## src/rtl/apb2mem_bridge.sv

```systemverilog
// APB4 slave to single-cycle regf mem request bridge.
// Optional error counter enabled by defining APB2MEM_ERRCNT_EN.
module apb2mem_bridge #(
    parameter int PADDRWIDTH   = 15,
    parameter int MEMADDRWIDTH = 13,
    parameter int DATAWIDTH    = 32
) (
    input  logic                    main_clk_i,
    input  logic                    main_rst_i,
    input  logic                    apb_psel_i,
    input  logic                    apb_penable_i,
    input  logic                    apb_pwrite_i,
    input  logic [PADDRWIDTH-1:0]   apb_paddr_i,
    input  logic [DATAWIDTH-1:0]    apb_pwdata_i,
    input  logic [3:0]              apb_pstrb_i,
    output logic [DATAWIDTH-1:0]    apb_prdata_o,
    output logic                    apb_pready_o,
    output logic                    apb_pslverr_o,
`ifdef APB2MEM_ERRCNT_EN
    input  logic                    err_cnt_clr_i,
    output logic [7:0]              err_cnt_o,
`endif
    output logic                    mem_ena_o,
    output logic [MEMADDRWIDTH-1:0] mem_addr_o,
    output logic                    mem_wena_o,
    output logic [DATAWIDTH-1:0]    mem_wdata_o,
    input  logic [DATAWIDTH-1:0]    mem_rdata_i,
    input  logic                    mem_err_i
);

    typedef enum logic [1:0] {
        IDLE,
        REQ,
        RESP
    } state_t;

    state_t                  state;
    state_t                  state_nxt;
    logic                    ena_nxt;
    logic                    wena_nxt;
    logic [MEMADDRWIDTH-1:0] addr_nxt;
    logic [DATAWIDTH-1:0]    wdata_nxt;
    logic [DATAWIDTH-1:0]    prdata_nxt;
    logic                    pready_nxt;
    logic                    pslverr_nxt;
    logic                    setup;
    logic                    reject;

    assign setup  = apb_psel_i && !apb_penable_i;
    assign reject = (apb_paddr_i[1:0] != 2'b00) ||
                    (apb_pwrite_i && (apb_pstrb_i != 4'hF));

    // Next state and next registered output values.
    always_comb begin
        state_nxt   = state;
        ena_nxt     = 1'b0;
        wena_nxt    = 1'b0;
        addr_nxt    = mem_addr_o;
        wdata_nxt   = '0;
        prdata_nxt  = '0;
        pready_nxt  = 1'b0;
        pslverr_nxt = 1'b0;
        case (state)
            IDLE: begin
                if (setup) begin
                    if (reject) begin
                        state_nxt   = RESP;
                        pready_nxt  = 1'b1;
                        pslverr_nxt = 1'b1;
                    end else begin
                        state_nxt = REQ;
                        ena_nxt   = 1'b1;
                        wena_nxt  = apb_pwrite_i;
                        addr_nxt  = apb_paddr_i[PADDRWIDTH-1:2];
                        if (apb_pwrite_i) begin
                            wdata_nxt = apb_pwdata_i;
                        end
                    end
                end
            end
            REQ: begin
                state_nxt   = RESP;
                pready_nxt  = 1'b1;
                pslverr_nxt = mem_err_i;
                if (!mem_wena_o) begin
                    prdata_nxt = mem_rdata_i;
                end
            end
            RESP: begin
                state_nxt = IDLE;
            end
            default: begin
                state_nxt = IDLE;
            end
        endcase
    end

    // State and output registers; reset drops any pending strobe.
    always_ff @(posedge main_clk_i) begin
        if (main_rst_i) begin
            state         <= IDLE;
            mem_ena_o     <= 1'b0;
            mem_wena_o    <= 1'b0;
            mem_addr_o    <= '0;
            mem_wdata_o   <= '0;
            apb_prdata_o  <= '0;
            apb_pready_o  <= 1'b0;
            apb_pslverr_o <= 1'b0;
        end else begin
            state         <= state_nxt;
            mem_ena_o     <= ena_nxt;
            mem_wena_o    <= wena_nxt;
            mem_addr_o    <= addr_nxt;
            mem_wdata_o   <= wdata_nxt;
            apb_prdata_o  <= prdata_nxt;
            apb_pready_o  <= pready_nxt;
            apb_pslverr_o <= pslverr_nxt;
        end
    end

`ifdef APB2MEM_ERRCNT_EN
    // Saturating count of error completions; clear beats increment.
    always_ff @(posedge main_clk_i) begin
        if (main_rst_i) begin
            err_cnt_o <= '0;
        end else if (err_cnt_clr_i) begin
            err_cnt_o <= '0;
        end else if ((state == RESP) && apb_pslverr_o &&
                     (err_cnt_o != 8'hFF)) begin
            err_cnt_o <= err_cnt_o + 8'd1;
        end
    end
`endif

endmodule

```

## config.mk

```make
export PLATFORM = sky130hd
export DESIGN_NAME = apb2mem_bridge
export DESIGN_NICKNAME = d
export VERILOG_FILES = /design/src/rtl/apb2mem_bridge.sv
export SDC_FILE = /design/constraint.sdc
export NUM_CORES = 1
export LEC_CHECK = 0
export CAP_MARGIN = 20
export CORE_ASPECT_RATIO = 0.6
export CORE_MARGIN = 5
export CORE_UTILIZATION = 35
export DETAILED_ROUTE_END_ITERATION = 8
export PLACE_DENSITY = 0.78
export SLEW_MARGIN = 30
export SYNTH_ARGS = -nofsm -noshare
export SYNTH_HDL_FRONTEND = slang
export SYNTH_SLANG_ARGS = --single-unit
export TNS_END_PERCENT = 5
```

## constraint.sdc

```tcl
create_clock -name main_clk_i -period 2 [get_ports main_clk_i]
set_input_delay 0.3 -clock main_clk_i [delete_from_list [all_inputs] [get_ports main_clk_i]]
set_output_delay 0.3 -clock main_clk_i [all_outputs]
set_load 0.01 [all_outputs]
```

==> reports/results.tsv, run 1 <==
metric	value	unit
outcome	finished, final reports clean	
share_seq_of_total_power	47.0	%
wl_met2	3190	um
synth_sequential_area_ratio	64.2	%
drtIter0Drc	51	
layout.filler_cells	576	
worstRegToRegCells	4	
via_count	2082	
place_area	4430	sq um
power.static_leakage	1.78	nW
post_synthesis_cell_type_count	23	
critical_path.top_delay_family	simple AND/OR/NAND/NOR gates	
core.rowCount	24	
cts_inserted_buffers	9	
critical_path.reg2reg.startpoint	state[1]$_SDFFE_PP0P_	
numPortBuffers	169	
starting_density_of_the_core	35.8	%
timing_worst_setup_path_type	input pin to flop	
post-cts-setup-buffers	0	
placement.setup.worst_slack	-24.5	ps
type_of_element_launching_the_critical_path	input pin	
cts_root_buf	sky130_fd_sc_hd__clkbuf_16	
overflow	0	
power_report.internal_total	2.85	mW
aggregate_routed_wire_length	6910	um
synth_fp_nets	305	
floorplan.die_area	9270	sq um
comb_power_share	6.8	%
share_clk_of_total_power	46.2	%
syn_to_final_growth	82.7	%
gpl.final_weighted_congestion	0.711	
ratio_of_cells_with_drive_above_1_in_the_final_layout	7.58	%
p_total	3.55	mW
post-place-cells	484	
finalSetupViolations	0	
net_sw_share	19.7	%
post-route-period-util	84.1	%
tightestPinTransition	395	ps
worstHoldPathCells	2	
most-common-layout-cells	169 x sky130_fd_sc_hd__clkdlybuf4s50_1, 83 x sky130_fd_sc_hd__dfxtp_1, 64 x sky130_fd_sc_hd__and2_1	
yosys_register_bits	83	
critical_path.n_buffers_inverters	2	
clock_insertion_delay_worst_skew	330	ps
antenna_violations_before_repair	0	
gr-usage-all-layers	15.6	%
power_switching	697	uW
drtPass1Iterations	2	
setup_tns	0	ps
timing_max_transition_violations_final	0	
max_clock_freq	595	MHz
crit_path_max_incr_delay	560	ps
r2r_slack	340	ps
drt.antenna.violating_nets	0	
stdcell_count	500	
cts.htree.levels	3	
grt_max_degree	34	
clock_skew	4.10	ps
design.final.nets	480	
detailroute.wirelength.met3	1030	um
core_region_area	7240	sq um
final_core_utilization	65.4	%
cellPowerDensity	750	nW/um^2
r2r_end	mem_addr_o[0]$_SDFFE_PP0P_	
number_of_global_route_vias_before_repair	2196	
cts_sink_cnt	83	
tritoncts	built	
grt_first_pass_wirelength	11100	um
post_cts_hold_fix_bufs	0	
min_cycle_time_layout	1680	ps
io_pins	170	
timing.hold.worst_endpoint	mem_addr_o[3]$_SDFFE_PP0P_	
holdCritPathClass	flop to flop	
hold_violations	0	
worstPathRequired	2270	ps
critical_path.slowest_cell	sky130_fd_sc_hd__or4b_4	
cap_violations	0	
dp_hpwl	5450	um
timing.critical_path.to_type	flop	
vdd_drop_max	0.576	mV
final_common_cell	sky130_fd_sc_hd__clkdlybuf4s50_1	
detail_route.drc_violations	0	
critical_path.cell_chain	clkdlybuf4s50_1 -> or4b_4 -> nor4_4 -> buf_12 -> and2_1	
highest-signal-layer	met4	
post_cts_resize_count	0	
setup_ws	319	ps
timing.max_slew.rel_slack	73.0	%
detail_route.wl_per_cell	13.8	um
routed_vias_inst	4.16	
crit_start	apb_penable_i	
yosys_warnings	0	
worst-endpoint-arrival	1950	ps
die_w	121	um
synth.avg_cell_area	12.0	sq um
finalInstanceArea	4730	sq um
floorplan.die.height	76.6	um
hold_slack	473	ps
max-clock-path-buffers	2	
antenna_diode_count	0	
min-delay-start	mem_addr_o[3]$_SDFFE_PP0P_	
path_clk_slew	60	ps
synth_cells	216	
critPathMaxFanout	33	
drt-met1-wl	2540	um
grt_setup_unrepaired	false	
cp_num_cells	5	
total_standard_cell_area_after_synthesis	2590	sq um
==> power by group through the flow <==
stage	sequential, mW	clock [mW]	combinational (mW)
after global placement	1.70	0	0.240
after detailed placement	1.70	0	0.244
final	1.67	1.64	0.242
after CTS	1.67	1.69	0.245
after global routing	1.67	1.78	0.259
after floorplan	1.71	0	0.0441
==> worst max path at each step <==
| stage | slack, ps | end |
|---|---|---|
| 2_1_floorplan | 300 | mem_addr_o[10]$_SDFFE_PP0P_ |
| 3_3_place_gp | 30 | mem_addr_o[5]$_SDFFE_PP0P_ |
| 3_5_place_dp | -20 | mem_addr_o[0]$_SDFFE_PP0P_ |
| 5_1_grt | 220 | mem_addr_o[6]$_SDFFE_PP0P_ |
| 4_1_cts | 320 | mem_addr_o[6]$_SDFFE_PP0P_ |
| 6_report | 320 | mem_wdata_o[18]$_SDFF_PP0_ |
==> registers in the layout, indices dropped and copies added, names as in the netlist <==
register       flops
apb_pslverr_o      1
apb_pready_o       1
mem_ena_o          1
state              2
mem_wena_o         1
apb_prdata_o      32
mem_wdata_o       32
mem_addr_o        13
==> worst min-delay path, delay by kind of cell (launching register included) <==
kind	cells	cell delay, ps
flip-flops	1	310
multiplexers	1	60
AND/OR/NAND/NOR	1	60
==> per-layer routing <==
layer  vias to the layer above  track usage [%]
li1                       1042                -
met1                       923             15.5
met2                       105             25.2
met3                        12             10.8
met4                         0             6.56
met5                         -                0
==> Yosys cell counts <==
cell,count,area (sq um)
sky130_fd_sc_hd__dfxtp_1,83,1660
sky130_fd_sc_hd__buf_2,1,5.00
sky130_fd_sc_hd__nor4_1,2,12.5
sky130_fd_sc_hd__or4b_4,2,27.5
sky130_fd_sc_hd__a221oi_1,1,8.76
sky130_fd_sc_hd__nand2_1,1,3.75
sky130_fd_sc_hd__nand4_1,1,6.26
sky130_fd_sc_hd__buf_8,1,15.0
sky130_fd_sc_hd__a211oi_4,1,20.0
sky130_fd_sc_hd__or2_2,1,6.26
sky130_fd_sc_hd__nor4_4,1,21.3
sky130_fd_sc_hd__nand2b_1,26,163
sky130_fd_sc_hd__mux2i_1,13,130
sky130_fd_sc_hd__clkbuf_2,2,10.0
sky130_fd_sc_hd__and2_1,64,400
sky130_fd_sc_hd__inv_1,1,3.75
sky130_fd_sc_hd__a2111oi_0,3,26.3
sky130_fd_sc_hd__nor4b_1,1,8.76
sky130_fd_sc_hd__a211oi_1,1,7.51
sky130_fd_sc_hd__clkbuf_1,7,26.3
sky130_fd_sc_hd__buf_6,1,11.3
sky130_fd_sc_hd__a21oi_1,1,5.00
sky130_fd_sc_hd__or3b_2,1,8.76
==> area by class of cell <==
cell class	count	area, sq um	area share (%)
repair buffers	176	1770	37.4
flip-flops and latches	83	1660	35.1
multi-input cells	120	862	18.2
clock buffers	10	239	5.05
well taps	104	130	2.75
clock inverters	6	65.1	1.38
inverters	1	3.75	0.0793
==> logic make-up after synthesis <==
logic type,synth area share (%)
muxes,5.03
AOI/OAI and AO/OA,2.61
and+or+nand+nor,25.4
buffers and inverters,2.75
DFF,64.2
No activity file was read; power rests on OpenSTA's default activity.
==> run 2, diff against run 1 <==
==> constraint.sdc (replaced) <==
create_clock -name main_clk_i -period 1.75 [get_ports main_clk_i]
set_input_delay 0.2625 -clock main_clk_i [delete_from_list [all_inputs] [get_ports main_clk_i]]
set_output_delay 0.2625 -clock main_clk_i [all_outputs]
set_load 0.01 [all_outputs]
==> reports/results.tsv, run 2 (synthesized netlist as in run 1, its figures left out) <==
metric	value	unit
post-cts-setup-buffers	0	
gr-usage-all-layers	14.9	%
cellPowerDensity	814	nW/um^2
worst-endpoint-arrival	1890	ps
vdd_drop_max	0.613	mV
timing.critical_path.to_type	flop	
cts_inserted_buffers	9	
floorplan.die.height	76.6	um
multi_input_comb_area	862	sq um
numPortBuffers	169	
grt_first_pass_wirelength	10900	um
drt.antenna.violating_nets	0	
critPathMaxFanout	13	
dp_hpwl	5350	um
drtPass1Iterations	3	
holdCritPathClass	flop to flop	
tritoncts	built	
cts.htree.levels	3	
antenna_violations_before_repair	0	
grt_setup_unrepaired	false	
die_w	121	um
io_pins	170	
max-clock-path-buffers	2	
stdcell_count	497	
detail_route.wl_per_cell	13.7	um
post-route-period-util	94.0	%
layout.filler_cells	567	
type_of_element_launching_the_critical_path	flop	
drtIter0Drc	54	
p_total	3.81	mW
final_core_utilization	64.7	%
post_cts_hold_fix_bufs	0	
most-common-layout-cells	169 x sky130_fd_sc_hd__clkdlybuf4s50_1, 83 x sky130_fd_sc_hd__dfxtp_1, 64 x sky130_fd_sc_hd__and2_1	
routed_vias_inst	4.09	
gpl.final_weighted_congestion	0.725	
place_area	4430	sq um
cts_sink_cnt	83	
critical_path.reg2reg.startpoint	state[1]$_SDFFE_PP0P_	
ratio_of_cells_with_drive_above_1_in_the_final_layout	6.87	%
design.final.nets	480	
setup_ws	106	ps
clock_insertion_delay_worst_skew	320	ps
post-place-cells	484	
core_region_area	7240	sq um
floorplan.die_area	9270	sq um
antenna_diode_count	0	
max_clock_freq	608	MHz
starting_density_of_the_core	35.8	%
finalInstanceArea	4680	sq um
aggregate_routed_wire_length	6830	um
timing_max_transition_violations_final	0	
grt_max_degree	34	
tightestPinTransition	406	ps
overflow	0	
setup_tns	0	ps
detail_route.drc_violations	0	
via_count	2034	
timing_worst_setup_path_type	flop to flop	
cap_violations	0	
clock_skew	2.85	ps
seqCellArea	1660	sq um
min_cycle_time_layout	1640	ps
number_of_global_route_vias_before_repair	2145	
timing.max_slew.rel_slack	72.2	%
crit_start	state[1]$_SDFFE_PP0P_	
outcome	finished, final reports clean	
biggestRegsByFlops	apb_prdata_o (32), mem_wdata_o (32), mem_addr_o (13)	
core.rowCount	24	
post_cts_resize_count	0	
min-delay-start	mem_addr_o[3]$_SDFFE_PP0P_	
hold_violations	0	
final_common_cell	sky130_fd_sc_hd__clkdlybuf4s50_1	
path_clk_slew	50	ps
syn_to_final_growth	80.9	%
placement.setup.worst_slack	-230	ps
worstPathRequired	2000	ps
power.static_leakage	1.75	nW
cts_root_buf	sky130_fd_sc_hd__clkbuf_16	
finalSetupViolations	0	
hold_slack	474	ps
-- run 2: worst paths after layout --
path                                      to  slack [ps]  cells past startpoint
setup reg to reg  mem_addr_o[4]$_SDFFE_PP0P_         110                      4
setup / recovery  mem_addr_o[4]$_SDFFE_PP0P_         110                      4
hold / removal    mem_addr_o[3]$_SDFFE_PP0P_         470                      2
hold reg to reg   mem_addr_o[3]$_SDFFE_PP0P_         470                      2
-- run 2: worst max-delay path, stage by stage, from the launching register on --
cell                       delay, ps
sky130_fd_sc_hd__dfxtp_1         360
sky130_fd_sc_hd__or4b_4          570
sky130_fd_sc_hd__a211oi_4        260
sky130_fd_sc_hd__buf_12          190
sky130_fd_sc_hd__mux2i_1         190
-- run 2: per-layer routing --
| layer | global-route usage (%) | vias to the layer above | routed length, um |
|---|---|---|---|
| met1 | 15.4 | 894 | 2600 |
| met3 | 9.79 | 2 | 920 |
| li1 | - | 1039 | - |
| met2 | 25.1 | 99 | 3290 |
| met4 | 3.73 | 0 | 17 |
| met5 | 0 | - | 0 |
-- run 2: where the power goes --
group	internal (mW)	switching, mW	total [mW]
Combinational	0.215	0.0609	0.276
Sequential	1.90	0.00534	1.91
Clock	0.969	0.664	1.63
Total	3.08	0.730	3.81
-- run 2: cell type report --
type,count,share of cell area (%)
well taps,104,2.78
multi-input cells,120,18.4
clock inverters,3,0.374
flip-flops and latches,83,35.5
repair buffers,176,37.8
inverters,1,0.0801
clock buffers,10,5.10
==> run 3, diff against run 2 <==
--- a/config.mk
+++ b/config.mk
@@ -6,10 +6,10 @@
 export NUM_CORES = 1
 export LEC_CHECK = 0
 export CAP_MARGIN = 20
-export CORE_ASPECT_RATIO = 0.6
 export CORE_MARGIN = 5
 export CORE_UTILIZATION = 35
 export DETAILED_ROUTE_END_ITERATION = 8
+export GPL_TIMING_DRIVEN = 0
 export PLACE_DENSITY = 0.78
 export SLEW_MARGIN = 30
 export SYNTH_ARGS = -nofsm -noshare
==> reports/results.tsv, run 3 (synthesized netlist as in run 1, its figures left out) <==
metric	value	unit
outcome	finished, final reports clean	
numPortBuffers	169	
crit_path_max_incr_delay	580	ps
r2r_end	mem_wdata_o[21]$_SDFF_PP0_	
finalInstanceArea	4650	sq um
finalSetupViolations	0	
core_region_area	7210	sq um
critical_path.top_delay_family	simple AND/OR/NAND/NOR gates	
critical_path.slowest_cell	sky130_fd_sc_hd__or4b_4	
number_of_global_route_vias_before_repair	2170	
cts_sink_cnt	83	
floorplan.die.height	96	um
drt.antenna.violating_nets	0	
critical_path.reg2reg.startpoint	state[1]$_SDFFE_PP0P_	
dp_hpwl	5550	um
most-common-layout-cells	168 x sky130_fd_sc_hd__clkdlybuf4s50_1, 83 x sky130_fd_sc_hd__dfxtp_1, 64 x sky130_fd_sc_hd__and2_1	
cap_violations	0	
drtIter0Drc	15	
aggregate_routed_wire_length	6950	um
hold_violations	0	
clock_insertion_delay_worst_skew	330	ps
biggestRegsByFlops	apb_prdata_o (32), mem_wdata_o (32), mem_addr_o (13)	
die_w	96	um
min-delay-start	apb_pwrite_i	
drtPass1Iterations	4	
place_area	4400	sq um
routed_vias_inst	4.14	
tritoncts	built	
grt_max_degree	15	
cts_root_buf	sky130_fd_sc_hd__clkbuf_8	
timing_max_transition_violations_final	0	
critical_path.cell_chain	or4b_4 -> nor4_4 -> buf_2 -> and2_1	
detail_route.drc_violations	0	
max-clock-path-buffers	2	
clock_skew	5.45	ps
path_clk_slew	80	ps
power.static_leakage	1.75	nW
floorplan.die_area	9220	sq um
critical_path.n_buffers_inverters	1	
worstRegToRegCells	4	
placement.setup.worst_slack	-413	ps
timing.max_slew.rel_slack	68.5	%
grt_setup_unrepaired	true	
p_total	3.67	mW
type_of_element_launching_the_critical_path	flop	
vdd_drop_max	0.359	mV
ratio_of_cells_with_drive_above_1_in_the_final_layout	7.20	%
via_count	2077	
worst-endpoint-arrival	1960	ps
holdCritPathClass	input pin to flop	
setup_ws	71.2	ps
final_core_utilization	64.4	%
critPathMaxFanout	10	
max_clock_freq	596	MHz
crit_end	mem_wdata_o[21]$_SDFF_PP0_	
design.final.nets	487	
antenna_diode_count	0	
post_cts_hold_fix_bufs	0	
cts_inserted_buffers	9	
grt_first_pass_wirelength	10600	um
io_pins	170	
timing.critical_path.to_type	flop	
final_common_cell	sky130_fd_sc_hd__clkdlybuf4s50_1	
cellPowerDensity	789	nW/um^2
worstPathRequired	2040	ps
core.rowCount	31	
starting_density_of_the_core	35.9	%
gr-usage-all-layers	15.5	%
r2r_slack	70	ps
post-route-period-util	95.9	%
cp_num_cells	4	
cts.htree.levels	3	
gpl.final_weighted_congestion	0.664	
tightestPinTransition	472	ps
antenna_violations_before_repair	0	
detail_route.wl_per_cell	13.8	um
crit_start	state[1]$_SDFFE_PP0P_	
overflow	0	
min_cycle_time_layout	1680	ps
syn_to_final_growth	79.6	%
timing_worst_setup_path_type	flop to flop	
run 3: cell count changes in the layout (fill, tap and decap cells not counted), moves of 2 or more:
cell / previous run / this run
sky130_fd_sc_hd__buf_12: 2 / 0
sky130_fd_sc_hd__clkbuf_8: 1 / 9
sky130_fd_sc_hd__bufinv_16: 0 / 2
sky130_fd_sc_hd__clkbuf_16: 9 / 0
sky130_fd_sc_hd__clkbuf_1: 0 / 8
run 3: final cells by class:
class	instances	area [sq um]
sequential	83	1660
clock buffer	10	128
fill	593	2560
buffer	12	72.6
timing repair buffer	171	1710
clock inverter	6	88.8
inverter	1	3.75
tap	99	124
multi-input combinational	120	862
run 3: through the flow:
| step | cells | hold slack, ps | TNS [ps] |
|---|---|---|---|
| after global routing | 502 | 338 | -255 |
| after detailed placement | 484 | 467 | -25560 |
| after floorplan | 216 | 374 | 0 |
| after CTS | 501 | 450 | -18.2 |
| final | 502 | 317 | 0 |
| after global placement | 484 | 459 | -24230 |
run 3: report_power, final:
part           switching [mW]  internal, mW
Combinational          0.0635         0.214
Sequential            0.00516          1.90
Clock                   0.682         0.807
run 3: timing repair:
item	CTS	global route
gates resized for setup	1	7
endpoints found under the setup margin	23	29
setup buffers	1	1
pin swaps	1	2
run 3: worst min-delay path by stage:
stage                                 end  slack (ps)  cells after the start
2_1_floorplan        mem_ena_o$_SDFF_PP0_         370                      1
3_3_place_gp   mem_addr_o[8]$_SDFFE_PP0P_         460                      2
3_5_place_dp   mem_addr_o[8]$_SDFFE_PP0P_         470                      2
4_1_cts         mem_wdata_o[7]$_SDFF_PP0_         450                      2
5_1_grt             state[0]$_SDFFE_PP0P_         340                      2
6_report            state[0]$_SDFFE_PP0P_         320                      2
run 3: layer usage:
metal / track usage (%) / share of wire (%)
met5: 0 / 0
met4: 6.40 / 1.3
met3: 7.90 / 12
met2: 27.1 / 52
met1: 15.3 / 35
